===== config.mk =====
export PLATFORM = sky130hd
export DESIGN_NAME = aes_core_sched
export DESIGN_NICKNAME = d
export VERILOG_FILES = /design/src/rtl/aes_core_sched.sv
export SDC_FILE = /design/constraint.sdc
export NUM_CORES = 1
export LEC_CHECK = 0
export ABC_CLOCK_PERIOD_IN_PS = 2500
export CORE_AREA = 2 2 410 412
export CTS_CLUSTER_DIAMETER = 200
export DETAILED_ROUTE_END_ITERATION = 16
export DIE_AREA = 0 0 412 414
export PLACE_DENSITY = 0.4
export SLEW_MARGIN = 40
export SYNTH_ARGS = -nofsm -noshare
export SYNTH_HDL_FRONTEND = slang
export SYNTH_SLANG_ARGS = --single-unit

===== constraint.sdc =====
create_clock -name clk -period 2.5 [get_ports clk]
set_input_delay 0.25 -clock clk [delete_from_list [all_inputs] [get_ports clk]]
set_output_delay 0.25 -clock clk [all_outputs]
set_load 0.005 [all_outputs]

===== src/rtl/aes_core_sched.sv =====
// Two-requester round-robin sequencer for the shared AES core: caches the last expanded key,
// issues Krdy/Drdy strobes and returns results to the owner; a watchdog aborts a hung core.
module aes_core_sched #(
   parameter int TIMEOUT = 64
) (
   input  logic         clk,
   input  logic         RST,
   input  logic         enable,
   input  logic         key_flush,
   input  logic [1:0]   rq_vld,
   input  logic [127:0] rq_key0,
   input  logic [127:0] rq_key1,
   input  logic [127:0] rq_din0,
   input  logic [127:0] rq_din1,
   input  logic [1:0]   rq_encdec,
   output logic [1:0]   rq_ack,
   output logic [1:0]   rsp_vld,
   output logic [127:0] rsp_data,
   output logic         rsp_err,
   output logic [127:0] Kin,
   output logic [127:0] Din,
   output logic         Krdy,
   output logic         Drdy,
   output logic         EncDec,
   input  logic         BSY,
   input  logic         Kvld,
   input  logic         Dvld,
   input  logic [127:0] Dout
);

   localparam int CW = $clog2(TIMEOUT);

   typedef enum logic [2:0] {
      IDLE,
      KEY_LOAD,
      KEY_WAIT,
      DATA_LOAD,
      DATA_WAIT,
      RESP
   } state_t;

   state_t          state;
   state_t          state_nxt;

   logic [127:0]    key_q;
   logic [127:0]    din_q;
   logic            mode_q;
   logic            owner;
   logic            rr_last;
   logic            cache_vld;
   logic [127:0]    cache_key;
   logic [CW-1:0]   wd_cnt;

   logic            gsel;
   logic            grant;
   logic            hit;
   logic            wd_expire;
   logic            abort;
   logic [127:0]    sel_key;
   logic [127:0]    sel_din;

   // rr_last holds the last winner; on contention the other requester wins
   always_comb begin
      gsel      = (&rq_vld) ? ~rr_last : ~rq_vld[0];
      sel_key   = gsel ? rq_key1 : rq_key0;
      sel_din   = gsel ? rq_din1 : rq_din0;
      grant     = (state == IDLE) && enable && (|rq_vld) && !BSY;
      hit       = cache_vld && !key_flush && (cache_key == sel_key);
      wd_expire = (wd_cnt == CW'(TIMEOUT - 1));
      abort     = wd_expire && (((state == KEY_WAIT) && !Kvld) ||
                                ((state == DATA_WAIT) && !Dvld));
   end

   always_comb begin
      state_nxt = state;
      Krdy      = 1'b0;
      Drdy      = 1'b0;
      case (state)
         IDLE: begin
            if (grant) begin
               state_nxt = hit ? DATA_LOAD : KEY_LOAD;
            end
         end
         KEY_LOAD: begin
            Krdy      = 1'b1;
            state_nxt = KEY_WAIT;
         end
         KEY_WAIT: begin
            if (Kvld) begin
               state_nxt = DATA_LOAD;
            end else if (wd_expire) begin
               state_nxt = IDLE;
            end
         end
         DATA_LOAD: begin
            Drdy      = 1'b1;
            state_nxt = DATA_WAIT;
         end
         DATA_WAIT: begin
            if (Dvld) begin
               state_nxt = RESP;
            end else if (wd_expire) begin
               state_nxt = IDLE;
            end
         end
         RESP: begin
            state_nxt = IDLE;
         end
         default: begin
            state_nxt = IDLE;
         end
      endcase
   end

   always_ff @(posedge clk) begin
      if (RST) begin
         state <= IDLE;
      end else begin
         state <= state_nxt;
      end
   end

   always_ff @(posedge clk) begin
      if (RST) begin
         key_q     <= '0;
         din_q     <= '0;
         mode_q    <= 1'b0;
         owner     <= 1'b0;
         rr_last   <= 1'b1;
         cache_vld <= 1'b0;
         cache_key <= '0;
         wd_cnt    <= '0;
         rq_ack    <= '0;
         rsp_vld   <= '0;
         rsp_err   <= 1'b0;
         rsp_data  <= '0;
      end else begin
         rq_ack  <= '0;
         rsp_vld <= '0;
         rsp_err <= 1'b0;

         if (grant) begin
            key_q   <= sel_key;
            din_q   <= sel_din;
            mode_q  <= rq_encdec[gsel];
            owner   <= gsel;
            rr_last <= gsel;
            rq_ack  <= gsel ? 2'b10 : 2'b01;
         end

         // load states precede every wait state, so clearing here gives count 0 on entry
         if ((state == KEY_WAIT) || (state == DATA_WAIT)) begin
            wd_cnt <= wd_cnt + CW'(1);
         end else begin
            wd_cnt <= '0;
         end

         // a flush coincident with Kvld leaves the cache invalid
         if (key_flush || abort) begin
            cache_vld <= 1'b0;
         end else if ((state == KEY_WAIT) && Kvld) begin
            cache_vld <= 1'b1;
            cache_key <= key_q;
         end

         if ((state == DATA_WAIT) && Dvld) begin
            rsp_data <= Dout;
         end

         if ((state == RESP) || abort) begin
            rsp_vld <= owner ? 2'b10 : 2'b01;
            rsp_err <= abort;
         end
      end
   end

   assign Kin    = key_q;
   assign Din    = din_q;
   assign EncDec = mode_q;

endmodule


==> results.txt, run 1 <==
Mapped Nets = 3505
failing checks = setup timing
critical path endpoint category = flop
first-pass GRT wire length = 208 mm
synth cell count leaders = 826 x nand2_1, 530 x dfxtp_1, 285 x a21oi_1, 279 x nor2_1, 172 x clkbuf_1
root buffer cell = clkbuf_16
Seq/Total Area, Yosys = 0.470
Avg Cell Area, Syn = 7.91 µm²
ANT nets after route = 0
WL met2 = 75.6 mm
Vias/cell = 4.09
GRT overflow = 0
Rel. slew slack = 0.441
PwrDens = 611 nW/µm²
Design Power = 24500 µW
crit path time final = 2570 ps
Core Util, Final = 0.241
peak supply drop = 0.452 mV
HP Class = in -> reg
post-synthesis async set-or-reset flop share = 0
Comb power frac = 0.179
Flop pwr share = 0.370
DRT Pass-1 Iters = 5
gr usage total = 0.175
NetSw = 6960 µW
Post-DP HPWL = 126 mm
outcome = finished with violations
Longest Clk Path Bufs = 3
biggest area consumer among synthesized cells = dfxtp_1
Die X = 412 µm
drt total wl = 157 mm
Top FF cell, synth = dfxtp_1
Lkg Pwr = 0.0141 µW
most used cell, CP = buf_4
highest routed layer = met5
P_int = 17600 µW
Area Overhead vs Synth = 77.8%
initial antenna violation count = 78
Met3 Routed Length = 13.2 mm
final setup margin = -67.1 ps
most common cell in the synthesized netlist = nand2_1
cells taking the most area after synthesis = dfxtp_1 47%, nand2_1 14%, a21oi_1 6.3%
placed cell area = 37400 µm²
critical path, cell by cell = nand2b_4 > nand2_8 > buf_12 > buf_4 > mux2i_2 > xor2_1 > buf_4 > nand4_1 > nor4_4 > buf_4 > nand4_1 > o21ai_1
RSZ-0062 raised after global routing = yes
Crit Path Class = reg -> reg
post-route cell area = 40200 µm²
period utilization = 1.03
Crit-path slowest cell = nor4_4
number of top-level pins = 1043
DRC violation count after routing = 0
number of buffers created by CTS = 76
core footprint = 166000 µm²
clock skew = 32.5 ps
layout cell share with drive strength beyond 1 = 0.103
WL/cell = 25.0 µm
endpoints failing hold = 0
GPL Wtd Cong = 0.878
Iter 0 DRT Violations = 1820
worst-margin pin slew = 838 ps
Post-synth EDFFs = 0
largest net degree at the start of global routing = 146
htree depth = 3
clock share of power = 0.451
routed via count = 25700
Fmax = 0.390 GHz
Final setup viols = 1
die area = 171000 µm²
die height = 414 µm
CTS tree = yes
Crit path arrival time = 3190 ps
NumNets Final = 4658
vias in the first global route = 24500
yosys warns = 0
wl on met1 = 64.2 mm
worst skew pair latency = 680 ps
clock slew at reported path FFs = 60 ps
# port buffers = 1042
clock sinks = 530
initial core utilization = 0.136
post-synthesis register bit count = 530
switching part of the total = 0.283
CP max stage delay = 400 ps
Mapped Cells = 2853
Final Max Slew Viols = 0
maxcap violations = 0
worst slack, placed = -822 ps
Req. time, crit path = 3120 ps
cell area after synthesis = 22600 µm²
Synth cell types = 66
Worst Setup Start Kind = flop
CP max FO = 7
share of the synthesized area in the top cell type = 0.470
FP Rows = 150
==> path summary, 6_finish.rpt <==
check | from | endpoint | slack, ps | cells past startpoint
worst max-delay path | rr_last$_SDFFE_PP1P_ | state[1]$_SDFFE_PP0P_ | -70 | 12
worst min-delay path | Dout[3] | rsp_data[3]$_SDFFE_PP0P_ | 130 | 3
worst max register to register | rr_last$_SDFFE_PP1P_ | state[1]$_SDFFE_PP0P_ | -70 | 12
worst min register to register | rsp_data[62]$_SDFFE_PP0P_ | rsp_data[62]$_SDFFE_PP0P_ | 450 | 2
==> critical path: cells and delay by family, from the launching register on <==
kind | cells | cell delay (ps)
AND/OR/NAND/NOR | 5 | 1030
buffers and inverters | 4 | 620
flip-flops | 1 | 320
multiplexers | 1 | 260
XOR/XNOR | 1 | 180
AO/OA/AOI/OAI | 1 | 120
==> registers in the layout, indices dropped and copies added (netlist names) <==
| signal | cells |
|---|---|
| Din | 128 |
| Kin | 128 |
| cache_key | 128 |
| rsp_data | 128 |
| wd_cnt | 6 |
| state | 3 |
| rq_ack | 2 |
| rsp_vld | 2 |
| EncDec | 1 |
| cache_vld | 1 |
| owner | 1 |
| rr_last | 1 |
| rsp_err | 1 |
==> placed cells by master (no fill, tap or decap), drive strengths merged, types with 19 or more instances in the layout <==
master / n
xor2: 33
clkinv: 19
nor2: 280
clkbuf: 109
inv: 42
nand2: 828
nand3: 26
buf: 264
a21oi: 285
a311oi: 152
mux2i: 86
a211oi: 112
clkdlybuf4s50: 1038
o21ai: 26
dfxtp: 530
==> repair_timing <==
item / CTS / global route
hold buffers: 1 / 0
gates resized for setup: 13 / 18
pin swaps: 8 / 11
hold endpoints to repair: 7 / 0
setup endpoints to repair: 2 / 57
buffers inserted: 0 / 4
cloned: 0 / 3
==> per-layer routing <==
metal  up-vias  global-route usage
li1      12200                   -
met1     12200               0.213
met2      1028               0.297
met3       246              0.0554
met4        26              0.0446
met5         -                   0
==> power by group through the flow <==
stage	combinational (µW)	sequential [µW]	clock (µW)
final	4400	9080	11100
after global routing	4710	9120	11700
after detailed placement	4380	9260	0
after CTS	4420	9080	11500
after floorplan	1310	9190	0
after global placement	4390	9250	0
==> stage by stage <==
stage               setup TNS [ps]  cells  hold slack (ps)
finish                       -67.1   6286              134
global route                 -1380   6280             87.3
CTS                          -85.6   6261             55.7
detailed placement          -14390   6124              447
global placement            -10860   6123              432
floorplan                        0   2853              386
==> final cells by class <==
| type | count | area, µm² |
|---|---|---|
| fillers | 18300 | 126000 |
| well taps | 2204 | 2760 |
| repair buffers | 1306 | 13000 |
| clock inverters | 29 | 318 |
| clock buffers | 107 | 2180 |
| flip-flops and latches | 530 | 10600 |
| multi-input cells | 2055 | 11100 |
| inverters | 37 | 139 |
| diodes | 18 | 45.0 |
==> logic make-up (layout without fill, tap and decap cells) <==
kind of cell / count (synthesis) / in the layout / synth area share
multiplexers: 88 / 88 / 0.0393
AND/OR/NAND/NOR: 1231 / 1232 / 0.218
adder cells (fa/ha/maj): 1 / 1 / 0.000554
AO/OA/AOI/OAI: 683 / 683 / 0.204
flip-flops: 530 / 530 / 0.470
other: 0 / 18 / 0
XOR/XNOR: 51 / 51 / 0.0198
buffers and inverters: 269 / 1479 / 0.0484
(Power assumes the default switching activity.)
==> run 2, diff against run 1 <==
Settings changed: PLACE_DENSITY 0.4 to unset, PLACE_DENSITY_LB_ADDON set to 0.25.
==> run 2 against run 1 <==
Against the previous run: the flow still finishes with violations (setup timing); first-iteration DRC count shrank 5.2%; flip-flop and latch count unchanged; final cell count about the same; sequential power is essentially flat; via count rose by 0.38%; count of clock-buffer cells in the layout is 4 higher; critical endpoint unchanged; design area grew 0.45%; combinational power is essentially flat; global-route usage fell by 0.22 points; critical path type unchanged; highest routed layer unchanged; clock power rose by 5%.
==> results.txt, run 2 (synthesis gave the netlist of run 1 again) <==
die height = 414 µm
FP Rows = 150
Vias/cell = 4.11
commonest non-fill, non-tap cells in the layout = 1039 x clkdlybuf4s50_1, 826 x nand2_1, 528 x dfxtp_1
critical path, cell by cell = nand2b_4 > buf_6 > and3_1 > or3_1 > a221oi_1 > nand4_1 > nor4_4 > buf_4 > nand4_1 > o21ai_1
fillers = 18200
reg2reg end = state[1]$_SDFFE_PP0P_
DRC violation count after routing = 0
gr usage total = 0.173
Rel. slew slack = 0.515
outcome = finished with violations
period utilization = 1.03
GRT overflow = 0
placed cells = 6113
core footprint = 166000 µm²
drt total wl = 154 mm
Worst Hold Depth = 3
CTS tree = yes
initial antenna violation count = 96
fin cells = 6285
worst-margin pin slew = 727 ps
CP max stage delay = 360 ps
htree depth = 3
PwrDens = 625 nW/µm²
peak supply drop = 0.429 mV
Die X = 412 µm
clock skew = 44.0 ps
DRT Pass-1 Iters = 5
NumNets Final = 4653
failing checks = setup timing
most common cell after layout, fill and taps aside = clkdlybuf4s50_1
Final Max Slew Viols = 0
number of buffers created by CTS = 75
Worst Setup Start Kind = flop
Top delay family on crit path = simple AND/OR/NAND/NOR gates
endpoints failing hold = 0
hold endpoint = rsp_data[94]$_SDFFE_PP0P_
Req. time, crit path = 3110 ps
layout cell share with drive strength beyond 1 = 0.105
CP max FO = 18
Area Overhead vs Synth = 78.6%
reg2reg start = rr_last$_SDFFE_PP1P_
largest net degree at the start of global routing = 169
WL/cell = 24.5 µm
critical path endpoint category = flop
hold wc startpoint = Dout[94]
Crit Path Class = reg -> reg
most used cell, CP = nand4_1
Register Area = 10600 µm²
Crit-path slowest cell = or3_1
worst reg2reg path depth = 10
HP Class = in -> reg
Final setup viols = 1
# port buffers = 1042
area of the multi-input gates = 11100 µm²
crit path time final = 2560 ps
CP bufs+invs = 2
vias in the first global route = 24800
reg2reg setup slack = -60 ps
Lkg Pwr = 0.0141 µW
initial core utilization = 0.136
clock sinks = 530
root buffer cell = clkbuf_16
RSZ-0062 raised after global routing = yes
worst skew pair latency = 680 ps
routed via count = 25800
Longest Clk Path Bufs = 3
first-pass GRT wire length = 207 mm
Post-DP HPWL = 124 mm
Iter 0 DRT Violations = 1725
die area = 171000 µm²
maxcap violations = 0
Fmax = 0.390 GHz
Setup TNS = -64.6 ps
GPL Wtd Cong = 0.868
Crit path arrival time = 3170 ps
final setup margin = -64.6 ps
ANT nets after route = 0
number of top-level pins = 1043
clock slew at reported path FFs = 60 ps
run 2: cell types whose count changed in the layout (fill, tap and decap cells not counted), moves of 4 or more:
cell | previous run | this run
buf_12 | 44 | 40
bufinv_16 | 3 | 10
clkbuf_1 | 15 | 20
mux2i_1 | 80 | 71
mux2i_2 | 5 | 10
mux2i_4 | 1 | 5
run 2: what timing repair did:
item                                   in CTS  in global routing
endpoints found under the hold margin      10                  0
setup endpoints to repair                   3                  1
buffers inserted                           12                  0
hold buffers                                1                  0
pin swaps                                  14                  2
gates cloned                                1                  0
resized for setup                          47                  4
run 2: final cells by class:
| class | instances | share of cell area |
|---|---|---|
| Clock buffer | 111 | 0.0539 |
| Multi-Input combinational cell | 2054 | 0.276 |
| Sequential cell | 530 | 0.263 |
| Tap cell | 2204 | 0.0684 |
| Antenna cell | 18 | 0.00112 |
| Timing Repair Buffer | 1303 | 0.322 |
| Inverter | 37 | 0.00344 |
| Clock inverter | 28 | 0.0126 |
run 2: how the worst max path moves through the flow:
| stage | slack (ps) | from | cells past startpoint | end |
|---|---|---|---|---|
| 6_report | -60 | rr_last$_SDFFE_PP1P_ | 10 | state[1]$_SDFFE_PP0P_ |
| 4_1_cts | -50 | rr_last$_SDFFE_PP1P_ | 9 | state[1]$_SDFFE_PP0P_ |
| 3_5_place_dp | -860 | rq_vld[1] | 12 | state[1]$_SDFFE_PP0P_ |
| 3_3_place_gp | -940 | rq_vld[1] | 12 | state[1]$_SDFFE_PP0P_ |
| 5_1_grt | -210 | rr_last$_SDFFE_PP1P_ | 10 | state[1]$_SDFFE_PP0P_ |
| 2_1_floorplan | 350 | rr_last$_SDFFE_PP1P_ | 9 | state[1]$_SDFFE_PP0P_ |
run 2: per-layer routing:
layer	wire [µm]	share of wire	up-vias	global-route usage
met5	126	0.00082	-	0
met4	4930	0.032	20	0.0517
met3	12400	0.080	262	0.0521
met2	74400	0.48	1069	0.296
met1	62000	0.40	12300	0.207
li1	-	-	12200	-
run 2: metrics by stage:
stage	setup slack (ps)	util	power, µW	cell area, µm²	hold slack, ps
after floorplan	354	-	10500	22600	386
after global placement	-935	0.224	13600	37200	428
after detailed placement	-858	0.224	13600	37200	440
after CTS	-52.6	0.242	25700	40200	43.4
after global routing	-208	0.242	26300	40300	73.9
final	-64.6	0.243	25200	40300	124
run 2: power by group:
| group | switching [µW] | total, µW | internal (µW) |
|---|---|---|---|
| clock network | 4620 | 11700 | 7130 |
| registers | 280 | 9070 | 8790 |
| logic | 2010 | 4400 | 2380 |
| total | 6910 | 25200 | 18300 |
run 2: worst reg2reg max path: stages, from the launching register on:
cell and delay, ps:
dfxtp_2 310, nand2b_4 190, buf_6 190, and3_1 200, or3_1 360, a221oi_1 310
nand4_1 200, nor4_4 350, buf_4 170, nand4_1 100, o21ai_1 130
